==> config.mk <==
export PLATFORM = sky130hd
export DESIGN_NAME = nfca_rx_formatter
export DESIGN_NICKNAME = d
export VERILOG_FILES = /design/src/rtl/nfca_fmt_pkg.sv /design/src/rtl/sync_fifo_sr.sv /design/src/rtl/nfca_rx_formatter.sv
export SDC_FILE = /design/constraint.sdc
export NUM_CORES = 2
export LEC_CHECK = 0
export CORE_MARGIN = 1
export CORE_UTILIZATION = 35
export DETAILED_ROUTE_END_ITERATION = 12
export GPL_ROUTABILITY_DRIVEN = 1
export PLACE_DENSITY = 0.54
export SLEW_MARGIN = 10
export SYNTH_ARGS = -nofsm -noshare
export SYNTH_HDL_FRONTEND = slang
export SYNTH_SLANG_ARGS = --single-unit
==> constraint.sdc <==
create_clock -name clk -period 15.8 [get_ports clk]
set_clock_uncertainty 0.15 [all_clocks]
set_input_delay 3.16 -clock clk [delete_from_list [all_inputs] [get_ports clk]]
set_output_delay 3.16 -clock clk [all_outputs]
set_load 0.01 [all_outputs]
==> src/rtl/nfca_fmt_pkg.sv <==
// Shared types and character constants for the NFC-A receive formatter.
// An entry is one received byte (or a no-card event) plus its frame status.
package nfca_fmt_pkg;

  typedef struct packed {
    logic [7:0] data;
    logic       last;
    logic [3:0] lastb;
    logic       err;
    logic       col;
    logic       nocard;
  } fmt_entry_t;

  localparam int ENTRY_W = $bits(fmt_entry_t);

  typedef enum logic [3:0] {
    IDLE, HI, LO, MARK, MARKB, CR, TAIL, BIN_D, BIN_F
  } fmt_state_t;

  localparam logic [7:0] CH_ERR    = 8'h65;  // 'e'
  localparam logic [7:0] CH_COL    = 8'h63;  // 'c'
  localparam logic [7:0] CH_BITS   = 8'h3A;  // ':'
  localparam logic [7:0] CH_NOCARD = 8'h6E;  // 'n'
  localparam logic [7:0] CH_SP     = 8'h20;
  localparam logic [7:0] CH_CR     = 8'h0D;
  localparam logic [7:0] CH_LF     = 8'h0A;

  localparam logic [3:0] FULL_BYTE = 4'd8;

  function automatic logic [7:0] hex2ascii(input logic [3:0] n);
    return (n < 4'd10) ? 8'h30 + {4'h0, n} : 8'h37 + {4'h0, n};
  endfunction

endpackage

==> src/rtl/sync_fifo_sr.sv <==
// First-word-fall-through synchronous FIFO, active-high synchronous reset.
// The head entry is visible on rd_data whenever empty is low; rd_en pops it.
module sync_fifo_sr #(
  parameter int DW = 8,
  parameter int AW = 4
) (
  input  logic          clk,
  input  logic          rst,
  input  logic          wr_en,
  input  logic [DW-1:0] wr_data,
  output logic          full,
  input  logic          rd_en,
  output logic [DW-1:0] rd_data,
  output logic          empty,
  output logic          more
);

  localparam int DEPTH = 1 << AW;

  logic [DW-1:0] mem [DEPTH];
  logic [AW-1:0] wptr, rptr;
  logic [AW:0]   cnt;
  logic          do_wr, do_rd;

  // cnt never exceeds DEPTH, so its top bit alone means full
  assign full    = cnt[AW];
  assign empty   = (cnt == '0);
  assign more    = (cnt > (AW+1)'(1));
  assign do_wr   = wr_en & ~full;
  assign do_rd   = rd_en & ~empty;
  assign rd_data = mem[rptr];

  always_ff @(posedge clk)
    if (do_wr) mem[wptr] <= wr_data;

  always_ff @(posedge clk) begin
    if (rst) begin
      wptr <= '0;
      rptr <= '0;
      cnt  <= '0;
    end else begin
      if (do_wr) wptr <= wptr + 1'b1;
      if (do_rd) rptr <= rptr + 1'b1;
      unique case ({do_wr, do_rd})
        2'b10:   cnt <= cnt + 1'b1;
        2'b01:   cnt <= cnt - 1'b1;
        default: cnt <= cnt;
      endcase
    end
  end

endmodule

==> src/rtl/nfca_rx_formatter.sv <==
// Buffers NFC-A receive events and serialises each as ASCII hex or binary
// bytes under valid/ready; the FSM formats straight from the FIFO head.
module nfca_rx_formatter
  import nfca_fmt_pkg::*;
#(
  parameter int FIFO_ASIZE = 8,
  parameter int MODE       = 0,
  parameter int CRLF       = 0
) (
  input  logic       clk,
  input  logic       rst,
  input  logic       in_valid,
  input  logic [7:0] in_data,
  input  logic       in_last,
  input  logic [3:0] in_lastb,
  input  logic       in_err,
  input  logic       in_col,
  input  logic       no_card,
  output logic       out_valid,
  input  logic       out_ready,
  output logic [7:0] out_byte,
  output logic       overflow,
  output logic       fifo_empty
);

  localparam fmt_state_t FIRST = (MODE == 1) ? BIN_D : HI;

  fmt_entry_t            in_ent, cap_ent, head;
  logic                  cap_valid;
  logic [ENTRY_W-1:0]    head_raw;
  logic                  fifo_full, fifo_mt, fifo_more, wr_ok, done;
  fmt_state_t            state, nxt, term_st;
  logic                  mark_en, line_end;

  always_comb begin
    in_ent = '{data: in_data, last: in_last, lastb: in_lastb,
               err: in_err, col: in_col, nocard: 1'b0};
    if (no_card)
      in_ent = '{data: 8'h00, last: 1'b1, lastb: FULL_BYTE,
                 err: 1'b0, col: 1'b0, nocard: 1'b1};
  end

  // One-cycle capture stage; the FIFO full test happens here, before any pop
  always_ff @(posedge clk) begin
    if (rst) begin
      cap_valid <= 1'b0;
      cap_ent   <= '0;
      overflow  <= 1'b0;
    end else begin
      cap_valid <= in_valid | no_card;
      cap_ent   <= in_ent;
      if ((in_valid & no_card) | (cap_valid & fifo_full))
        overflow <= 1'b1;
    end
  end

  assign wr_ok = cap_valid & ~fifo_full;

  sync_fifo_sr #(.DW(ENTRY_W), .AW(FIFO_ASIZE)) u_fifo (
    .clk     (clk),
    .rst     (rst),
    .wr_en   (cap_valid),
    .wr_data (cap_ent),
    .full    (fifo_full),
    .rd_en   (done),
    .rd_data (head_raw),
    .empty   (fifo_mt),
    .more    (fifo_more)
  );

  assign head       = fmt_entry_t'(head_raw);
  assign fifo_empty = fifo_mt & ~cap_valid;

  always_ff @(posedge clk) begin
    if (rst) state <= IDLE;
    else     state <= nxt;
  end

  always_comb begin
    nxt       = state;
    out_valid = 1'b0;
    out_byte  = 8'h00;
    done      = 1'b0;
    line_end  = head.last | head.nocard;
    mark_en   = head.err | head.col | (head.lastb != FULL_BYTE);
    term_st   = (line_end && CRLF == 1) ? CR : TAIL;
    unique case (state)
      IDLE:
        if (!fifo_mt) nxt = FIRST;
      HI: begin
        out_valid = 1'b1;
        out_byte  = head.nocard ? CH_NOCARD : hex2ascii(head.data[7:4]);
        if (out_ready) nxt = head.nocard ? term_st : LO;
      end
      LO: begin
        out_valid = 1'b1;
        out_byte  = hex2ascii(head.data[3:0]);
        if (out_ready) nxt = mark_en ? MARK : term_st;
      end
      MARK: begin
        out_valid = 1'b1;
        out_byte  = head.err ? CH_ERR : (head.col ? CH_COL : CH_BITS);
        if (out_ready) nxt = MARKB;
      end
      MARKB: begin
        out_valid = 1'b1;
        out_byte  = hex2ascii(head.lastb);
        if (out_ready) nxt = term_st;
      end
      CR: begin
        out_valid = 1'b1;
        out_byte  = CH_CR;
        if (out_ready) nxt = TAIL;
      end
      TAIL: begin
        out_valid = 1'b1;
        out_byte  = line_end ? CH_LF : CH_SP;
        done      = out_ready;
      end
      BIN_D: begin
        out_valid = 1'b1;
        out_byte  = head.nocard ? 8'h00 : head.data;
        if (out_ready) nxt = BIN_F;
      end
      BIN_F: begin
        out_valid = 1'b1;
        out_byte  = {head.last, head.err, head.col, head.nocard, head.lastb};
        done      = out_ready;
      end
      default: nxt = IDLE;
    endcase
    // The first emitting state depends only on MODE, so the next entry can be
    // entered before its contents reach the head (including a same-cycle write)
    if (done) nxt = (fifo_more || wr_ok) ? FIRST : IDLE;
  end

endmodule

# Yosys cells after proc, flatten, opt, wreduce, memory -nomap -nowiden
# Memory sizes are Yosys's and may differ from the RTL's. A register that Yosys moved wholly into a read port is not among the register bits.
# Cells that the tools add are included.
# word_totals
mem_bits_rw	4096
reg_bits	47
wordCells	96
memories	1
# memory_table
memory	depth	word_bits	rd	rd_clocked_by_memory_dff	write_ports	line	source
u_fifo.mem	256	16	1	1	1	sync_fifo_sr.sv:20	logic [DW-1:0] mem [DEPTH];
# classes
reduce_logical	9
muxes	28
magnitude_cmp	4
n_addsub	10
bitwise	13
n_eq_ne	18
# ops
operator	count
case mux 8 bit (8 select lines)	1
adder 6 x 4 -> 7 bit (first input constant)	6
two-way mux 7 bit	6
two-way mux 8 bit	4
two-way mux 4 bit	7
case mux 4 bit (7 select lines)	1
case mux 9 bit (2 select lines)	1
adder 8 x 1 -> 8 bit (second input constant)	2
== test 4 x 3 -> 1 bit (second input constant)	4
!= test 3 x 2 -> 1 bit (second input constant)	5
< comparator 4 bit (second input constant)	3
adder 9 x 1 -> 9 bit (second input constant)	1
> comparator 9 x 1 -> 1 bit (second input constant)	1
zero test 9 bit	1
subtractor 9 x 1 -> 9 bit (second input constant)	1
== test 4 x 2 -> 1 bit (second input constant)	2
OR reduction 8 bit	1
AND reduction 7 bit	1
two-way mux 3 bit	2
two-way mux 6 bit	1
OR reduction 2 bit	3
AND 1 bit	5
two-way mux 1 bit	5
bitwise OR 1 bit	5
11 further kinds	13

# Longest topological paths before layout
# logic_depth
word_depth	6
depth_mapped	21
ltp_nobuf	13

# Hierarchy
# A second synthesis with hierarchy kept.
# unflattened
hier_cells	7701
hier_area_um2	160975.6
# modules_own_cells
mod	area_each_um2	instances	cells_per_inst	seq_area_each_um2
sync_fifo_sr	159509.2	1	7512	123658.6
nfca_rx_formatter	1466.4	1	189	440.4

# Worst setup path before layout
# No wires, ideal clock.
# synth_timing
path_kind	reg-to-output
start	register with a tool-made name
end	output out_byte[2]
stages_incl_launch_ff	20
path_buffers	8
arrival_time_ns	3.988
slack_ns	8.502
required_ns	12.490
path_cell_list	dfxtp_1 buf_6 buf_12 buf_12 buf_12 buf_8 buf_6 buf_4 buf_4 mux4_2 mux4_2 o21ai_0 nand4_1 o21ai_1 ha_1 inv_1 or4b_1 o21ai_0 a211o_1 a221o_1
# synth_rtl
element	line	source
end: declaration	nfca_rx_formatter.sv:21	output logic [7:0] out_byte,

==> impl_metrics.sql <==
INSERT INTO impl_metrics (metric_group, metric, value, unit) VALUES
('status', 'run_status', 'complete, but fails checks', ''),
('status', 'failing_checks', 'max-capacitance violations', ''),
('timing', 'timing.final.max_slew_violations', '0', ''),
('clock_tree', 'clock_path_buffers', '4', ''),
('run', 'timing.max_cap.violations', '1', ''),
('global_routing', 'first_global_vias', '81450', ''),
('timing', 'period_minus_slack', '11600', 'ps'),
('clock_tree', 'clk-insertion-delay-late', '1030', 'ps'),
('layout', 'finalNetCount', '7873', ''),
('global_routing', 'grt.overflow.total', '0', ''),
('yosys', 'synth.yosys.seq_area_share', '77.06', '%'),
('clock_tree', 'count_of_buffers_added_by_post_cts_timing_repair_for_setup', '0', ''),
('pwr', 'power.leakage', '55.69', 'nW'),
('setup_path', 'slowest_stage', 'sky130_fd_sc_hd__o31ai_1', ''),
('yosys', 'synth_enable_flop_cells', '4096', ''),
('clock_tree', 'cts_repair_resize_count', '0', ''),
('detailed_routing', 'drt_pre_antenna_iters', '8', ''),
('place', 'dpl.hpwl', '313500', 'um'),
('global_routing', 'maximum_number_of_pins_on_one_net_before_global_route_repair', '197', ''),
('detailed_routing', 'drc', '0', ''),
('yosys', 'ys_seq_elements', '4151', ''),
('setup_path', 'worst-endpoint-required', '12490', 'ps'),
('pwr', 'share_comb_of_total_power', '1.5', '%'),
('global_routing', 'tot_gr_track_use', '22.19', '%'),
('yosys', 'synthDistinctLibCells', '88', ''),
('setup_path', 'cells_traversed_along_the_worst_timing_path', 'buf_12 -> buf_4 -> mux4_2 -> mux4_2 -> mux2i_1 -> o21ai_0 -> o31ai_1 -> a211o_1 -> ha_1 -> or4bb_1 -> o211ai_1 -> a221o_1 -> clkdlybuf4s50_1', ''),
('timing', 'final.setup.tns', '0', 'ps'),
('place', 'portBuffers', '30', ''),
('timing', 'final-hold-violation-count', '0', ''),
('detailed_routing', 'detail_route.iter0.violations', '12360', ''),
('yosys', 'asyncSetResetFlopFracSynth', '0', '%'),
('layout', 'mostFrequentLayoutCells', 'sky130_fd_sc_hd__edfxtp_1 (4096), sky130_fd_sc_hd__mux4_2 (937), sky130_fd_sc_hd__clkbuf_16 (438)', ''),
('floorplan', 'dieArea', '462800', 'um2'),
('clock_tree', 'clock_buffers_created_by_tritoncts', '433', ''),
('detailed_routing', 'route.detailed.vias_per_inst', '5.831', ''),
('floorplan', 'boundaryPins', '31', ''),
('clock_tree', 'cts_num_sinks', '4151', ''),
('timing', 'fmax', '0.08620', 'GHz'),
('timing', 'grt_setup_unrepaired', 'no', ''),
('setup_path', 'path_common_cell', 'sky130_fd_sc_hd__mux4_2', ''),
('detailed_routing', 'wl', '525000', 'um'),
('setup_path', 'worst_path_largest_cell_delay', '1100', 'ps'),
('layout', 'fillCellCount', '40030', ''),
('yosys', 'synth_area', '161000', 'um2'),
('timing', 'setup_viol_count_final', '0', ''),
('pwr', 'share_clk_of_total_power', '44.5', '%'),
('yosys', 'synth_fp_nets', '7483', ''),
('yosys', 'yosysWarningCount', '0', ''),
('floorplan', 'core_area', '457100', 'um2'),
('setup_path', 'worstSetupStartpointType', 'flip-flop', ''),
('setup_path', 'timing.critical_path.fanout_max', '63', ''),
('timing', 'tightest_slew', '1466', 'ps'),
('pwr', 'p_per_area', '121.8', 'nW/um2'),
('pwr', 'power.net_switching', '4.635', 'mW'),
('setup_path', 'crit_arrival', '8290', 'ps'),
('layout', 'final_area', '184300', 'um2'),
('layout', 'syn_to_final_growth', '14.43', '%'),
('place', 'dpl_cell_area', '170600', 'um2'),
('pwr', 'vdd_ir_drop_max', '0.1235', 'mV'),
('pwr', 'power_frac_seq', '54.0', '%'),
('clock_tree', 'cts-hold-fix-buffers', '0', ''),
('yosys', 'post_synth_inst_count', '7451', ''),
('pwr', 'power.share.switching', '20.64', '%'),
('place', 'final_weighted_congestion_in_routability_driven_placement', '0.9083', ''),
('worst_hold_path', 'hold_path_class', 'reg -> reg', ''),
('layout', 'drive_gt1_share', '27.18', '%'),
('clock_tree', 'cts.root.buffer_cell', 'sky130_fd_sc_hd__clkbuf_16', ''),
('timing', 'layout_worst_path_cycle_share', '73.42', '%'),
('floorplan', 'die_h', '680.3', 'um'),
('yosys', 'yosys_most_used_dff', 'sky130_fd_sc_hd__edfxtp_1', ''),
('clock_tree', 'cts_tree', 'yes', '');
-- worst paths after layout --
| path | to | startpoint | slack (ps) | depth (start not counted) |
|---|---|---|---|---|
| worst min register to register | overflow | overflow | 340 | 2 |
| worst max-delay path | out_byte[2] | flip-flop | 4200 | 13 |
| worst max register to register | state[0] | flip-flop | 9420 | 14 |
| worst min-delay path | overflow | overflow | 340 | 2 |
-- through the flow --
stage	hold WS [ps]	std cells	total power, mW	setup slack, ps	utilization (%)
finish	339.0	14330	22.45	4199	40.32
floorplan	316.6	7451	12.52	8502	-
detailed placement	326.4	13530	12.68	5434	37.32
CTS	344.0	14310	22.53	4357	40.31
global route	367.5	14320	22.94	4271	40.31
global placement	317.4	13530	12.66	5289	37.30
-- power by group through the flow --
stage               combinational [mW]  clock (mW)  sequential [mW]
floorplan                        0.109           0             12.4
global placement                 0.319           0             12.3
detailed placement               0.330           0             12.3
CTS                              0.331        10.1             12.1
global route                     0.348        10.5             12.1
finish                           0.337        10.0             12.1
-- layout make-up --
class | count | area [um2] | share of cell area [%]
Antenna cell | 13 | 32.53 | 0.01765
Clock buffer | 533 | 11320 | 6.141
Clock inverter | 250 | 2349 | 1.274
Inverter | 22 | 95.09 | 0.05160
Multi-Input combinational cell | 2866 | 35590 | 19.31
Sequential cell | 4151 | 124200 | 67.39
Tap cell | 6125 | 7664 | 4.159
Timing Repair Buffer | 367 | 3054 | 1.657
-- flip-flops by register name, summed over array words and instances, names as in the netlist, named ones only --
register / flops
u_fifo.wptr: 8
u_fifo.mem: 4096
u_fifo.cnt: 9
state: 4
overflow: 1
cap_ent: 16
cap_valid: 1
u_fifo.rptr: 8
-- metal layers --
layer	vias to the layer above	GRT usage (%)	wire length, um	share of wire (%)
met5	-	0	279	0.053
met4	8	8.071	21890	4.2
met3	911	4.357	49580	9.4
met2	4933	34.26	240800	46
met1	45530	31.29	212400	40
li1	32170	-	-	-
-- logic make-up after synthesis --
family	Yosys count	synth area share, %
fa+ha+maj	12	0.09323
flops	4151	77.06
simple gates	873	2.496
compound gates	622	2.686
buf+inv	434	1.718
mux	1334	15.81
xor+xnor	25	0.1360
-- critical path: cells and delay by family, from the launching register on --
| kind | cells | cell delay, ps |
|---|---|---|
| compound gates | 5 | 2450 |
| flops | 1 | 630 |
| simple gates | 1 | 540 |
| buf+inv | 3 | 1770 |
| fa+ha+maj | 1 | 240 |
| mux | 3 | 1470 |
-- synth_stat cells, drive strengths merged (6+ instances only) --
cell type | count | area (um2)
inv | 19 | 71.32
nor2b | 36 | 225.2
o211ai | 21 | 157.7
or2 | 11 | 68.82
dfxtp | 55 | 1101
a21oi | 99 | 495.5
o21ai | 66 | 330.3
and3 | 9 | 56.30
clkbuf | 126 | 474.2
mux4 | 958 | 21650
nand3 | 101 | 505.5
xor2 | 16 | 140.1
edfxtp | 4096 | 123000
nand2b | 17 | 106.4
or4 | 6 | 45.04
mux2i | 346 | 3463
a31oi | 24 | 150.1
nand4 | 20 | 125.1
o22ai | 59 | 369.1
nand3b | 9 | 67.56
nor2 | 383 | 1440
a2111oi | 8 | 70.07
xnor2 | 9 | 78.83
nor4 | 14 | 102.6
mux2 | 30 | 337.8
a221oi | 31 | 271.5
a22oi | 204 | 1531
o221ai | 8 | 70.07
and2 | 33 | 206.5
buf | 285 | 2200
ha | 12 | 150.1
a211oi | 22 | 165.2
nor3 | 31 | 155.2
a32oi | 6 | 52.55
nand2 | 168 | 630.6
or3 | 10 | 62.56
a22o | 14 | 122.6
or3b | 6 | 52.55
No activity file was read; power rests on OpenSTA's default activity.
